**src/rtl/mmio_uart_tx.sv**
```systemverilog
// Memory-mapped 8N1 UART transmitter: TXDATA/STATUS/CTRL register window,
// byte FIFO and a registered-output transmit FSM.
module mmio_uart_tx #(
    parameter logic [31:0] BASE_ADDR    = 32'h0000_1000,
    parameter int unsigned CLKS_PER_BIT = 16,
    parameter int unsigned FIFO_DEPTH   = 8
) (
    input  logic        clk,
    input  logic        reset,
    input  logic [31:0] m_addr,
    input  logic [31:0] m_wr_dat,
    input  logic        wr_en,
    input  logic        rd_en,
    output logic [31:0] m_rd_dat,
    output logic        sel,
    output logic        tx,
    output logic        tx_busy
);
    localparam int unsigned AW        = $clog2(FIFO_DEPTH);
    localparam logic [AW:0] DEPTH_C   = FIFO_DEPTH[AW:0];
    localparam logic [15:0] BAUD_LAST = 16'(CLKS_PER_BIT - 1);

    typedef enum logic [1:0] {S_IDLE, S_START, S_DATA, S_STOP} state_e;

    logic [7:0]    mem_q [FIFO_DEPTH];
    logic [AW-1:0] wr_ptr_q, rd_ptr_q;
    logic [AW:0]   count_q;
    logic          ovf_q, en_q;
    state_e        state_q, state_d;
    logic [15:0]   baud_q, baud_d;
    logic [2:0]    bit_q, bit_d;
    logic [7:0]    shift_q, shift_d;
    logic          tx_q, tx_d;

    logic [1:0] reg_idx;
    logic       wr_txdata, wr_status, wr_ctrl;
    logic       full, empty, push, drop, pop;
    logic [6:0] cnt_ext;
    logic       unused_bits;

    assign reg_idx   = m_addr[3:2];
    assign sel       = (m_addr[31:4] == BASE_ADDR[31:4]) && (reg_idx != 2'd3);
    assign wr_txdata = sel && wr_en && (reg_idx == 2'd0);
    assign wr_status = sel && wr_en && (reg_idx == 2'd1);
    assign wr_ctrl   = sel && wr_en && (reg_idx == 2'd2);

    assign full  = (count_q == DEPTH_C);
    assign empty = (count_q == '0);
    // A full FIFO still accepts a byte when the FSM pops on the same edge.
    assign push  = wr_txdata && (!full || pop);
    assign drop  = wr_txdata && !push;

    assign unused_bits = ^{m_addr[1:0], m_wr_dat[31:8]};

    always_ff @(posedge clk or negedge reset) begin
        if (!reset) begin
            wr_ptr_q <= '0;
            rd_ptr_q <= '0;
            count_q  <= '0;
        end else begin
            if (push) wr_ptr_q <= wr_ptr_q + 1'b1;
            if (pop)  rd_ptr_q <= rd_ptr_q + 1'b1;
            case ({push, pop})
                2'b10:   count_q <= count_q + 1'b1;
                2'b01:   count_q <= count_q - 1'b1;
                default: ;
            endcase
        end
    end

    always_ff @(posedge clk) begin
        if (push) mem_q[wr_ptr_q] <= m_wr_dat[7:0];
    end

    // Overflow set takes priority over a same-cycle software clear.
    always_ff @(posedge clk or negedge reset) begin
        if (!reset) begin
            ovf_q <= 1'b0;
            en_q  <= 1'b1;
        end else begin
            if (drop)                        ovf_q <= 1'b1;
            else if (wr_status && m_wr_dat[3]) ovf_q <= 1'b0;
            if (wr_ctrl) en_q <= m_wr_dat[0];
        end
    end

    always_ff @(posedge clk or negedge reset) begin
        if (!reset) begin
            state_q <= S_IDLE;
            baud_q  <= '0;
            bit_q   <= '0;
            shift_q <= '0;
            tx_q    <= 1'b1;
        end else begin
            state_q <= state_d;
            baud_q  <= baud_d;
            bit_q   <= bit_d;
            shift_q <= shift_d;
            tx_q    <= tx_d;
        end
    end

    always_comb begin
        state_d = state_q;
        baud_d  = baud_q;
        bit_d   = bit_q;
        shift_d = shift_q;
        pop     = 1'b0;
        case (state_q)
            S_IDLE: begin
                if (!empty && en_q) begin
                    state_d = S_START;
                    pop     = 1'b1;
                    shift_d = mem_q[rd_ptr_q];
                    baud_d  = '0;
                    bit_d   = '0;
                end
            end
            S_START: begin
                if (baud_q == BAUD_LAST) begin
                    baud_d  = '0;
                    state_d = S_DATA;
                end else begin
                    baud_d = baud_q + 16'd1;
                end
            end
            S_DATA: begin
                if (baud_q == BAUD_LAST) begin
                    baud_d  = '0;
                    shift_d = shift_q >> 1;
                    if (bit_q == 3'd7) state_d = S_STOP;
                    else               bit_d   = bit_q + 3'd1;
                end else begin
                    baud_d = baud_q + 16'd1;
                end
            end
            S_STOP: begin
                if (baud_q == BAUD_LAST) begin
                    baud_d = '0;
                    if (!empty && en_q) begin
                        state_d = S_START;
                        pop     = 1'b1;
                        shift_d = mem_q[rd_ptr_q];
                        bit_d   = '0;
                    end else begin
                        state_d = S_IDLE;
                    end
                end else begin
                    baud_d = baud_q + 16'd1;
                end
            end
            default: state_d = S_IDLE;
        endcase
        // Line level follows the state being entered so tx stays a pure flop.
        case (state_d)
            S_START: tx_d = 1'b0;
            S_DATA:  tx_d = shift_d[0];
            default: tx_d = 1'b1;
        endcase
    end

    assign cnt_ext = 7'(count_q);

    always_comb begin
        m_rd_dat = '0;
        if (sel && rd_en) begin
            case (reg_idx)
                2'd1:    m_rd_dat = {17'd0, cnt_ext, 4'd0, ovf_q, (state_q != S_IDLE), empty, full};
                2'd2:    m_rd_dat = {31'd0, en_q};
                default: m_rd_dat = '0;
            endcase
        end
    end

    assign tx      = tx_q;
    assign tx_busy = (state_q != S_IDLE) || !empty;

endmodule

```
**config.mk**
```make
export PLATFORM = sky130hd
export DESIGN_NAME = mmio_uart_tx
export DESIGN_NICKNAME = d
export VERILOG_FILES = /design/src/rtl/mmio_uart_tx.sv
export SDC_FILE = /design/constraint.sdc
export NUM_CORES = 1
export LEC_CHECK = 0
export CAP_MARGIN = 20
export CORE_MARGIN = 4
export CORE_UTILIZATION = 56
export CTS_CLUSTER_SIZE = 25
export DETAILED_ROUTE_END_ITERATION = 10
export PLACE_DENSITY = 0.86
export SETUP_SLACK_MARGIN = 0.3
export SLEW_MARGIN = 20
export SYNTH_ARGS = -nofsm -noshare
export SYNTH_HDL_FRONTEND = slang
export SYNTH_SLANG_ARGS = --single-unit
```
**constraint.sdc**
```tcl
create_clock -name clk -period 4.9 [get_ports clk]
set_input_delay 1.225 -clock clk [delete_from_list [all_inputs] [get_ports clk]]
set_output_delay 1.225 -clock clk [all_outputs]
set_load 0.02 [all_outputs]
```
==> results of run 1 <==
## logic make-up (layout without fill, tap and decap cells)
kind of cell | Yosys count | in the layout | synth area share (%)
and+or+nand+nor | 121 | 121 | 12.57
DFF | 106 | 106 | 57.25
AOI/OAI and AO/OA | 55 | 55 | 7.294
buffers and inverters | 52 | 91 | 5.561
muxes | 28 | 28 | 9.340
adders and majority gates | 19 | 19 | 4.718
xor gates and xnor gates | 19 | 19 | 3.202
other | 1 | 24 | 0.07215
## registers in the layout, indices dropped and copies added (netlist names)
name / count
shift_q: 8
bit_q: 3
en_q: 1
mem_q: 64
tx: 1
count_q: 4
baud_q: 16
wr_ptr_q: 3
rd_ptr_q: 3
state_q: 2
ovf_q: 1
## metal layers
layer	track usage [%]	vias to the layer above	share of wire [%]
met5	0	-	0
met4	6.363	0	1.7
met3	3.973	15	4.0
met2	31.96	86	52
met1	23.66	1670	42
li1	-	1546	-
## power groups by stage
stage                     sequential (mW)  clock, mW  combinational (mW)
final                               0.948      0.564              0.0667
after global routing                0.948      0.617              0.0722
after CTS                           0.948      0.577              0.0672
after detailed placement            0.967          0              0.0669
after global placement              0.967          0              0.0652
after floorplan                     0.967          0              0.0345
## cell usage after synthesis (all sizes together) (2+ instances only)
cell    instances  area share [%]
edfxtp         64              37
dfrtp          40              19
nor2           35             2.5
buf            29             3.9
nand2          24             1.7
o21ai          19             1.8
ha             18             4.3
mux4           16             6.9
inv            13            0.94
xor2           13             2.2
a21oi          10             1.0
clkbuf         10            0.75
nand4           9             1.1
mux2i           8             1.5
nand3           8            0.77
nor4            8             1.5
nor3            7            0.67
a22oi           6            0.87
and2            6            0.72
and3            6            0.72
nor3b           6            0.87
xnor2           6             1.0
mux2            4            0.87
or4             4            0.79
a211oi          3            0.43
a21boi          2            0.29
a32o            2            0.39
dfstp           2             1.0
o211ai          2            0.29
o21a            2            0.29
o41ai           2            0.34
or3             2            0.24
## layout make-up
cell class              instances  area [µm²]  area share [%]
multi-input cells             266        2027           33.76
repair buffers                 62       599.3           9.981
well taps                     108       135.1           2.250
inverters                      13       48.80          0.8127
flip-flops and latches        106        2977           49.57
clock buffers                   9       123.9           2.063
clock inverters                 7       93.84           1.563
## per-stage QoR
step	util [%]	hold slack (ns)	power [mW]
2_1_floorplan	-	0.4538	1.002
6_report	67.53	0.5089	1.578
5_1_grt	67.53	0.5321	1.637
3_3_place_gp	64.97	0.4721	1.032
3_5_place_dp	64.97	0.4891	1.034
4_1_cts	67.39	0.5139	1.591
## worst register-to-register path, cell delays in order (launching register included)
cell	delay (ns)
dfrtp_1	0.46
or4_4	0.61
nor4_4	0.40
o21a_1	0.31
o2111a_2	0.32
inv_1	0.06
ha_1	0.23
ha_1	0.28
a21o_1	0.17
a21oi_1	0.18
xnor2_1	0.14
nor2_1	0.07
xor2_1	0.15
## worst max path at each step
stage / start / to / slack (ns) / cells after the start
floorplan: m_addr[2] / m_rd_dat[1] / 0.66 / 7
global placement: m_addr[2] / m_rd_dat[1] / 0.20 / 9
detailed placement: m_addr[2] / m_rd_dat[1] / 0.17 / 9
CTS: m_addr[2] / m_rd_dat[9] / 0.33 / 8
global route: m_addr[2] / m_rd_dat[2] / 0.34 / 9
finish: m_addr[2] / sel / 0.55 / 7
## what timing repair did
item	4_1_cts	5_1_grt
endpoints found under the hold margin	0	0
setup endpoints to repair	2	7
gates resized for setup	2	9
cloned	0	0
==> impl_metrics.json, run 1 <==
{
  "status": "completed",
  "finalCritPeriodShare_pct": 88.76,
  "hold_depth": 2,
  "drt_wl_total_um": 9833,
  "cts_tree": "yes",
  "holdCritStartpoint": "bit_q[1]$_DFFE_PN0P_",
  "cpLargestDelayFamily": "buffers and inverters",
  "start_kind": "input port",
  "setup_ws_ns": 0.5508,
  "critPathSlowestCell": "clkdlybuf4s50_1",
  "rsz0062_at_grt": "no",
  "pwr-share-comb_pct": 4.2,
  "hp-class": "flip-flop to flip-flop",
  "setup_viol": 0,
  "setup.worst_path.end_class": "output port",
  "slowest_delay_ns": 0.61,
  "dieArea_um2": 10890,
  "r2r_setup_slack_ns": 1.39,
  "drv_cap": 0,
  "placed_cells": 555,
  "routabilityCongestion": 0.7801,
  "routed_via_density": 5.809,
  "numClockSinks": 106,
  "first_global_vias": 3331,
  "ys_warn_count": 0,
  "post-route-min-period_ns": 4.349,
  "p_leak_nw": 2.403,
  "core_area_um2": 8891,
  "pwr-share-clk_pct": 35.7,
  "via_count": 3317,
  "design_area_um2": 6005,
  "ys_types": 54,
  "synth_ff_type": "edfxtp_1",
  "grt_pass1_wl_um": 16240,
  "yosysSeqAreaShare_pct": 57.25,
  "regToRegStartpoint": "baud_q[9]$_DFFE_PN0P_",
  "n_fill_cell": 617,
  "io_pins": 103,
  "path_class": "input port to output port",
  "worstReg2RegEnd": "count_q[3]$_DFFE_PN0P_",
  "worstPathRequired_ns": 3.67,
  "n_antenna_cell": 0,
  "p_switching_mw": 0.3859,
  "final_common_cell": "edfxtp_1",
  "slew_headroom_pct": 36.68,
  "switching_share_pct": 24.45,
  "io_buffers": 52,
  "dieHeight_um": 104.3,
  "critical_path_buf_inv_count": 3,
  "clk_pin_slew_ns": 0.11,
  "drt_pass1_iterations": 4,
  "synth-seq-cells": 106,
  "wire_per_inst_um": 17.22,
  "postCtsSetupBuffers": 0,
  "antenna_found_initial": 0,
  "synth_async_sr_flop_share_pct": 39.62,
  "tns_ns": 0,
  "fin_skew_ns": 0.01416,
  "clk_latency_ns": 0.37,
  "drt_iter0_drc": 135,
  "ant_nets": 0,
  "fin_nets": 545,
  "grt_max_degree": 43,
  "stdcell_count": 571,
  "drive_gt1_share_pct": 13.61,
  "internal-power_mw": 1.192,
  "cp_max_fo": 6,
  "p_seq_share_pct": 60.0,
  "synthCells": 401,
  "ir_worst_vdd_uv": 358.0,
  "grt_overflow": 0,
  "hold_path_end": "bit_q[1]$_DFFE_PN0P_",
  "power.density_nw_per_um2": 262.8,
  "worst_pin_slew_ns": 0.9498,
  "globalRouteTotalUtil_pct": 18.69,
  "drc": 0,
  "cts.hold.buffers_added": 0,
  "mappedNetlistArea_um2": 5197,
  "worstPathArrival_ns": 3.12,
  "worstRegToRegCells": 12,
  "row_count": 34,
  "clock.fmax_mhz": 229.9,
  "crit_top_cell": "clkdlybuf4s50_1",
  "cts_max_level": 3,
  "dieWidth_um": 104.3,
  "area_growth_syn_to_layout_pct": 15.53,
  "placed_area_um2": 5777,
  "root_buffer": "clkbuf_8",
  "final_max_slew_viol_count": 0,
  "cts_buffer_depth": 2,
  "crit_chain": "clkdlybuf4s50_1, ha_1, nor4_1, nand4_1, nor2_1, buf_4, clkdlybuf4s50_1",
  "most-common-layout-cells": "edfxtp_1 (64), clkdlybuf4s50_1 (43), dfrtp_1 (39)",
  "start_util_pct": 58.46,
  "hold_viol_final": 0,
  "synth_area_per_cell_um2": 12.96,
  "synth_edf_count": 64,
  "dp_hpwl_um": 6890,
  "numCtsBuffers": 9,
  "pre_cts_ws_ns": 0.1749
}
No activity file was read; power rests on OpenSTA's default activity.
==> run 2, diff against run 1 <==
CORE_MARGIN = 3   (was 4)
==> run 2 against run 1 <==
Final cell count unchanged. First-iteration DRC count fell by 15%. Clock power down 1%. Non-clock buffer count unchanged. Worst setup slack worse by 0.12 ns. Global-route usage increased by 1.3 points. Largest power group unchanged.
==> impl_metrics.json, run 2 (synthesis results as in run 1) <==
{
  "placed_area_um2": 5777,
  "start_util_pct": 58.74,
  "first_global_vias": 3202,
  "worstReg2RegEnd": "count_q[3]$_DFFE_PN0P_",
  "routed_via_density": 5.683,
  "rsz0062_at_grt": "no",
  "wire_per_inst_um": 17.36,
  "grt_overflow": 0,
  "ant_nets": 0,
  "largest_register_ffs": 64,
  "globalRouteTotalUtil_pct": 19.96,
  "cts.hold.buffers_added": 0,
  "cts_max_level": 3,
  "finalCritPeriodShare_pct": 91.21,
  "path_class": "input port to output port",
  "r2r_setup_slack_ns": 1.40,
  "area_growth_syn_to_layout_pct": 15.09,
  "ir_worst_vdd_uv": 264.0,
  "cts_tree": "yes",
  "dp_hpwl_um": 7191,
  "drv_cap": 0,
  "p_leak_nw": 2.320,
  "routabilityCongestion": 0.8023,
  "worstRegToRegCells": 12,
  "worstPathArrival_ns": 3.24,
  "postCtsSetupBuffers": 0,
  "holdCritStartpoint": "bit_q[2]$_DFFE_PN0P_",
  "fin_skew_ns": 0.01440,
  "regToRegStartpoint": "baud_q[9]$_DFFE_PN0P_",
  "io_buffers": 52,
  "hold_depth": 2,
  "fin_nets": 545,
  "tns_ns": 0,
  "worst_pin_slew_ns": 0.9479,
  "hold_viol_final": 0,
  "status": "completed",
  "final_max_slew_viol_count": 0,
  "most-common-layout-cells": "edfxtp_1 (64), clkdlybuf4s50_1 (43), dfrtp_1 (39)",
  "drt_iter0_drc": 115,
  "setup.worst_path.end_class": "output port",
  "drc": 0,
  "root_buffer": "clkbuf_8",
  "n_antenna_cell": 0,
  "power.density_nw_per_um2": 263.1,
  "final_common_cell": "edfxtp_1",
  "slew_headroom_pct": 36.81,
  "cp_max_fo": 6,
  "numClockSinks": 106,
  "antenna_found_initial": 0,
  "row_count": 34,
  "grt_max_degree": 43,
  "design_area_um2": 5982,
  "io_pins": 103,
  "setup_viol": 0,
  "hp-class": "flip-flop to flip-flop",
  "dieWidth_um": 102.3,
  "clk_pin_slew_ns": 0.10,
  "numCtsBuffers": 9,
  "grt_pass1_wl_um": 15840,
  "clk_latency_ns": 0.38,
  "clock.fmax_mhz": 223.8,
  "via_count": 3245,
  "start_kind": "input port",
  "post-route-min-period_ns": 4.469,
  "drive_gt1_share_pct": 13.61,
  "cts_buffer_depth": 2,
  "hold_path_end": "bit_q[2]$_DFFE_PN0P_",
  "drt_pass1_iterations": 5,
  "drt_wl_total_um": 9913,
  "largest_register": "mem_q",
  "top_regs": "mem_q: 64 flops, baud_q: 16 flops, shift_q: 8 flops",
  "dieHeight_um": 102.3,
  "core_area_um2": 8848,
  "dieArea_um2": 10470,
  "worstPathRequired_ns": 3.67,
  "ctsResizeCount": 8
}
-- run 2: cell types whose count changed in the layout (fill, tap and decap cells not counted), sizes merged --
cell	before	now
dlymetal6s2s	6	0
dlygate4sd2	1	7
-- run 2: final cells by class --
class	count	area (µm²)
clock buffers	9	123.9
clock inverters	7	93.84
fillers	610	2867
inverters	13	48.80
multi-input cells	266	2027
flip-flops and latches	106	2977
well taps	108	135.1
repair buffers	62	576.8
-- run 2: worst max path at each step --
stage / cells past startpoint / slack, ns / endpoint / startpoint
floorplan: 7 / 0.66 / m_rd_dat[1] / m_addr[2]
global placement: 9 / 0.20 / m_rd_dat[1] / m_addr[2]
detailed placement: 9 / 0.05 / m_rd_dat[1] / m_addr[3]
CTS: 9 / 0.32 / m_rd_dat[1] / m_addr[2]
global route: 9 / 0.34 / m_rd_dat[2] / m_addr[2]
finish: 9 / 0.43 / m_rd_dat[2] / m_addr[3]
-- run 2: critical path, cell delays in order --
cell,delay [ns]
clkdlybuf4s50_1,0.47
ha_1,0.23
nor4_1,0.24
nand4_1,0.16
nor2_1,0.15
and3_1,0.25
nand2_1,0.09
nor2_1,0.09
dlygate4sd2_1,0.34
-- run 2: layer usage --
layer / wire (µm) / vias to the layer above / GRT usage (%) / part of all wire [%]
met5: 0 / - / 0 / 0
li1: - / 1552 / - / -
met1: 4112 / 1601 / 24.13 / 41
met4: 160 / 0 / 6.155 / 1.6
met3: 323 / 17 / 4.096 / 3.3
met2: 5317 / 75 / 35.98 / 54
-- run 2: where the power goes --
part           internal [mW]  switching [mW]
Combinational         0.0306          0.0376
Sequential             0.948   0.00000000216
Clock                  0.214           0.344
Total                   1.19           0.382
-- run 2: metrics by stage --
stage / hold slack, ns / cells / setup WS, ns / power (mW) / util, %
floorplan: 0.4538 / 424 / 0.6580 / 1.002 / -
global placement: 0.4736 / 555 / 0.1984 / 1.032 / 65.29
detailed placement: 0.4942 / 555 / 0.04577 / 1.035 / 65.29
CTS: 0.5169 / 571 / 0.3194 / 1.586 / 67.63
global route: 0.5254 / 571 / 0.3406 / 1.628 / 67.60
finish: 0.5148 / 571 / 0.4309 / 1.574 / 67.60
==> run 3, diff against run 2 <==
ABC_AREA = 1   (was not set)
CAP_MARGIN = not set   (was 20)
CORE_MARGIN = 8   (was 3)
CORE_UTILIZATION = 57   (was 56)
==> run 3 against run 2 <==
Global-route usage fell by 0.74 points. Clock power fell by 6.6%. Highest routed layer unchanged. First-iteration DRC count rose to 3.2 times the previous value. Clock skew fell by 0.0030 ns. Synthesized cell count rose by 60%. Hold slack got worse by 0.012 ns. Worst setup slack improved by 0.018 ns. Core utilization fell by 1.8 points. Clock-buffer cell count did not move.
==> impl_metrics.json, run 3 <==
{
  "fin_nets": 781,
  "worstReg2RegEnd": "count_q[3]$_DFFE_PN0P_",
  "drc": 0,
  "placed_cells": 816,
  "grt_max_degree": 43,
  "setup_ws_ns": 0.4485,
  "cts_buffer_depth": 2,
  "top_regs": "mem_q: 64 flops, baud_q: 16 flops, shift_q: 8 flops",
  "routed_via_density": 5.392,
  "cp_max_fo": 5,
  "crit_chain": "clkdlybuf4s50_1, ha_1, nor2_1, nand3_1, nor2_1, nand3_1, nor2_1, inv_1, nor2_1, dlygate4sd2_1",
  "pre_cts_ws_ns": 0.1640,
  "drt_iter0_drc": 365,
  "ys_warn_count": 0,
  "most-common-layout-cells": "nand2_1 (147), nor2_1 (108), edfxtp_1 (64)",
  "fin_skew_ns": 0.01138,
  "clk_latency_ns": 0.38,
  "wire_per_inst_um": 14.74,
  "synth_ff_type": "edfxtp_1",
  "antenna_found_initial": 0,
  "ys_types": 40,
  "area_growth_syn_to_layout_pct": 13.19,
  "drv_cap": 0,
  "core_area_um2": 9684,
  "dieWidth_um": 115.4,
  "cts_tree": "yes",
  "hold_viol_final": 0,
  "status": "completed",
  "dp_hpwl_um": 8881,
  "dieArea_um2": 13310,
  "root_buffer": "clkbuf_8",
  "slew_headroom_pct": 36.24,
  "r2r_setup_slack_ns": 1.68,
  "endpoint": "m_rd_dat[3]",
  "setup.worst_path.end_class": "output port",
  "hp-class": "flip-flop to flip-flop",
  "drive_gt1_share_pct": 5.722,
  "regToRegStartpoint": "state_q[1]$_DFF_PN0_",
  "p_leak_nw": 2.774,
  "yosys-top-cells-area": "edfxtp_1 (34%), dfrtp_1 (18%), nand2_1 (9.8%)",
  "cts_max_level": 3,
  "crit_top_cell": "nor2_1",
  "routabilityCongestion": 0.8717,
  "timing.hold.ws_ns": 0.5025,
  "ir_worst_vdd_uv": 180.8,
  "post-route-min-period_ns": 4.451,
  "start_kind": "input port",
  "largest_register_ffs": 64,
  "rsz0062_at_grt": "no",
  "numClockSinks": 106,
  "n_antenna_cell": 0,
  "yosysSeqAreaShare_pct": 52.88,
  "grt_overflow": 0,
  "io_buffers": 52,
  "slowest_delay_ns": 0.46,
  "first_global_vias": 4316,
  "mappedNetlistArea_um2": 5627,
  "yosys.area.top_type": "edfxtp_1",
  "synthCells": 643,
  "finalCritPeriodShare_pct": 90.85,
  "stdcell_count": 832,
  "largest_register": "mem_q",
  "tns_ns": 0,
  "worstPathRequired_ns": 3.67,
  "via_count": 4486,
  "worstPathArrival_ns": 3.23,
  "setup_viol": 0,
  "grt_pass1_wl_um": 20170,
  "start_util_pct": 58.10,
  "clock.fmax_mhz": 224.6,
  "dieHeight_um": 115.4,
  "finish.utilization_pct": 65.76,
  "synth_async_sr_flop_share_pct": 39.62,
  "ant_nets": 0,
  "synth-seq-cells": 106,
  "cts.hold.buffers_added": 0,
  "worst_pin_slew_ns": 0.9565,
  "n_fill_cell": 748,
  "row_count": 36,
  "postCtsSetupBuffers": 0,
  "worstRegToRegCells": 16,
  "clk_pin_slew_ns": 0.10,
  "power.density_nw_per_um2": 268.0,
  "critPathSlowestCell": "clkdlybuf4s50_1",
  "synth.top_cell.area_share_pct": 34.16,
  "globalRouteTotalUtil_pct": 19.22,
  "crit_start": "m_addr[2]",
  "path_class": "input port to output port",
  "final_max_slew_viol_count": 0,
  "drt_pass1_iterations": 5,
  "final_common_cell": "nand2_1",
  "synth_area_per_cell_um2": 8.751,
  "yosysMostFrequentCell": "nand2_1",
  "numCtsBuffers": 9,
  "drt_wl_total_um": 12260,
  "synth_common_cells": "nand2_1 (147), nor2_1 (108), edfxtp_1 (64)",
  "io_pins": 103,
  "synth_edf_count": 64
}
run 3: worst min path at each step:
stage                               from                   end  cells past startpoint
finish              shift_q[0]$_DFF_PN0_  shift_q[0]$_DFF_PN0_                      2
global route        bit_q[0]$_DFFE_PN0P_  bit_q[0]$_DFFE_PN0P_                      1
CTS                 bit_q[2]$_DFFE_PN0P_  bit_q[2]$_DFFE_PN0P_                      2
detailed placement  bit_q[2]$_DFFE_PN0P_  bit_q[2]$_DFFE_PN0P_                      2
global placement    bit_q[1]$_DFFE_PN0P_  bit_q[1]$_DFFE_PN0P_                      2
floorplan           shift_q[0]$_DFF_PN0_  shift_q[0]$_DFF_PN0_                      2
run 3: final cells by class:
type,instances,area [µm²],share of cell area [%]
timing repair buffer,53,520.5,8.173
inverter,61,229.0,3.595
multi-input combinational,463,2283,35.85
tap,133,166.4,2.613
clock inverter,7,68.82,1.081
sequential,106,2977,46.74
clock buffer,9,123.9,1.945
run 3: cells by family (layout without fill, tap and decap cells):
kind of cell / Yosys count / after routing / synth area share (%)
buf+inv: 97 / 130 / 8.161
other cells: 1 / 24 / 0.06665
fa+ha+maj: 19 / 19 / 4.359
simple gates: 338 / 338 / 26.11
compound gates: 74 / 74 / 7.183
xor+xnor: 8 / 8 / 1.245
flops: 106 / 106 / 52.88
run 3: power by group:
part | switching (mW) | internal (mW)
clock | 0.324 | 0.197
combinational | 0.0881 | 0.0678
sequential | 0.0333 | 0.996
run 3: per-stage QoR:
stage,total power [mW],instance area (µm²)
global route,1.775,6369
global placement,1.193,6172
floorplan,1.141,5713
detailed placement,1.205,6172
finish,1.707,6369
CTS,1.711,6357
run 3: repair_timing:
action / 4_1_cts / 5_1_grt
endpoints found under the hold margin: 0 / 0
gates resized for setup: 6 / 3
endpoints found under the setup margin: 6 / 2
run 3: per-layer routing:
metal,vias to the layer above,GRT usage (%),wire length (µm)
met5,-,0,0
met1,2114,22.98,4974
li1,2173,-,-
met2,178,31.94,5958
met3,21,5.567,1102
met4,0,7.618,225
run 3: critical path, delay by kind of cell:
family / cells / cell delay (ns)
buf+inv: 3 / 0.98
fa+ha+maj: 1 / 0.23
simple gates: 6 / 0.79
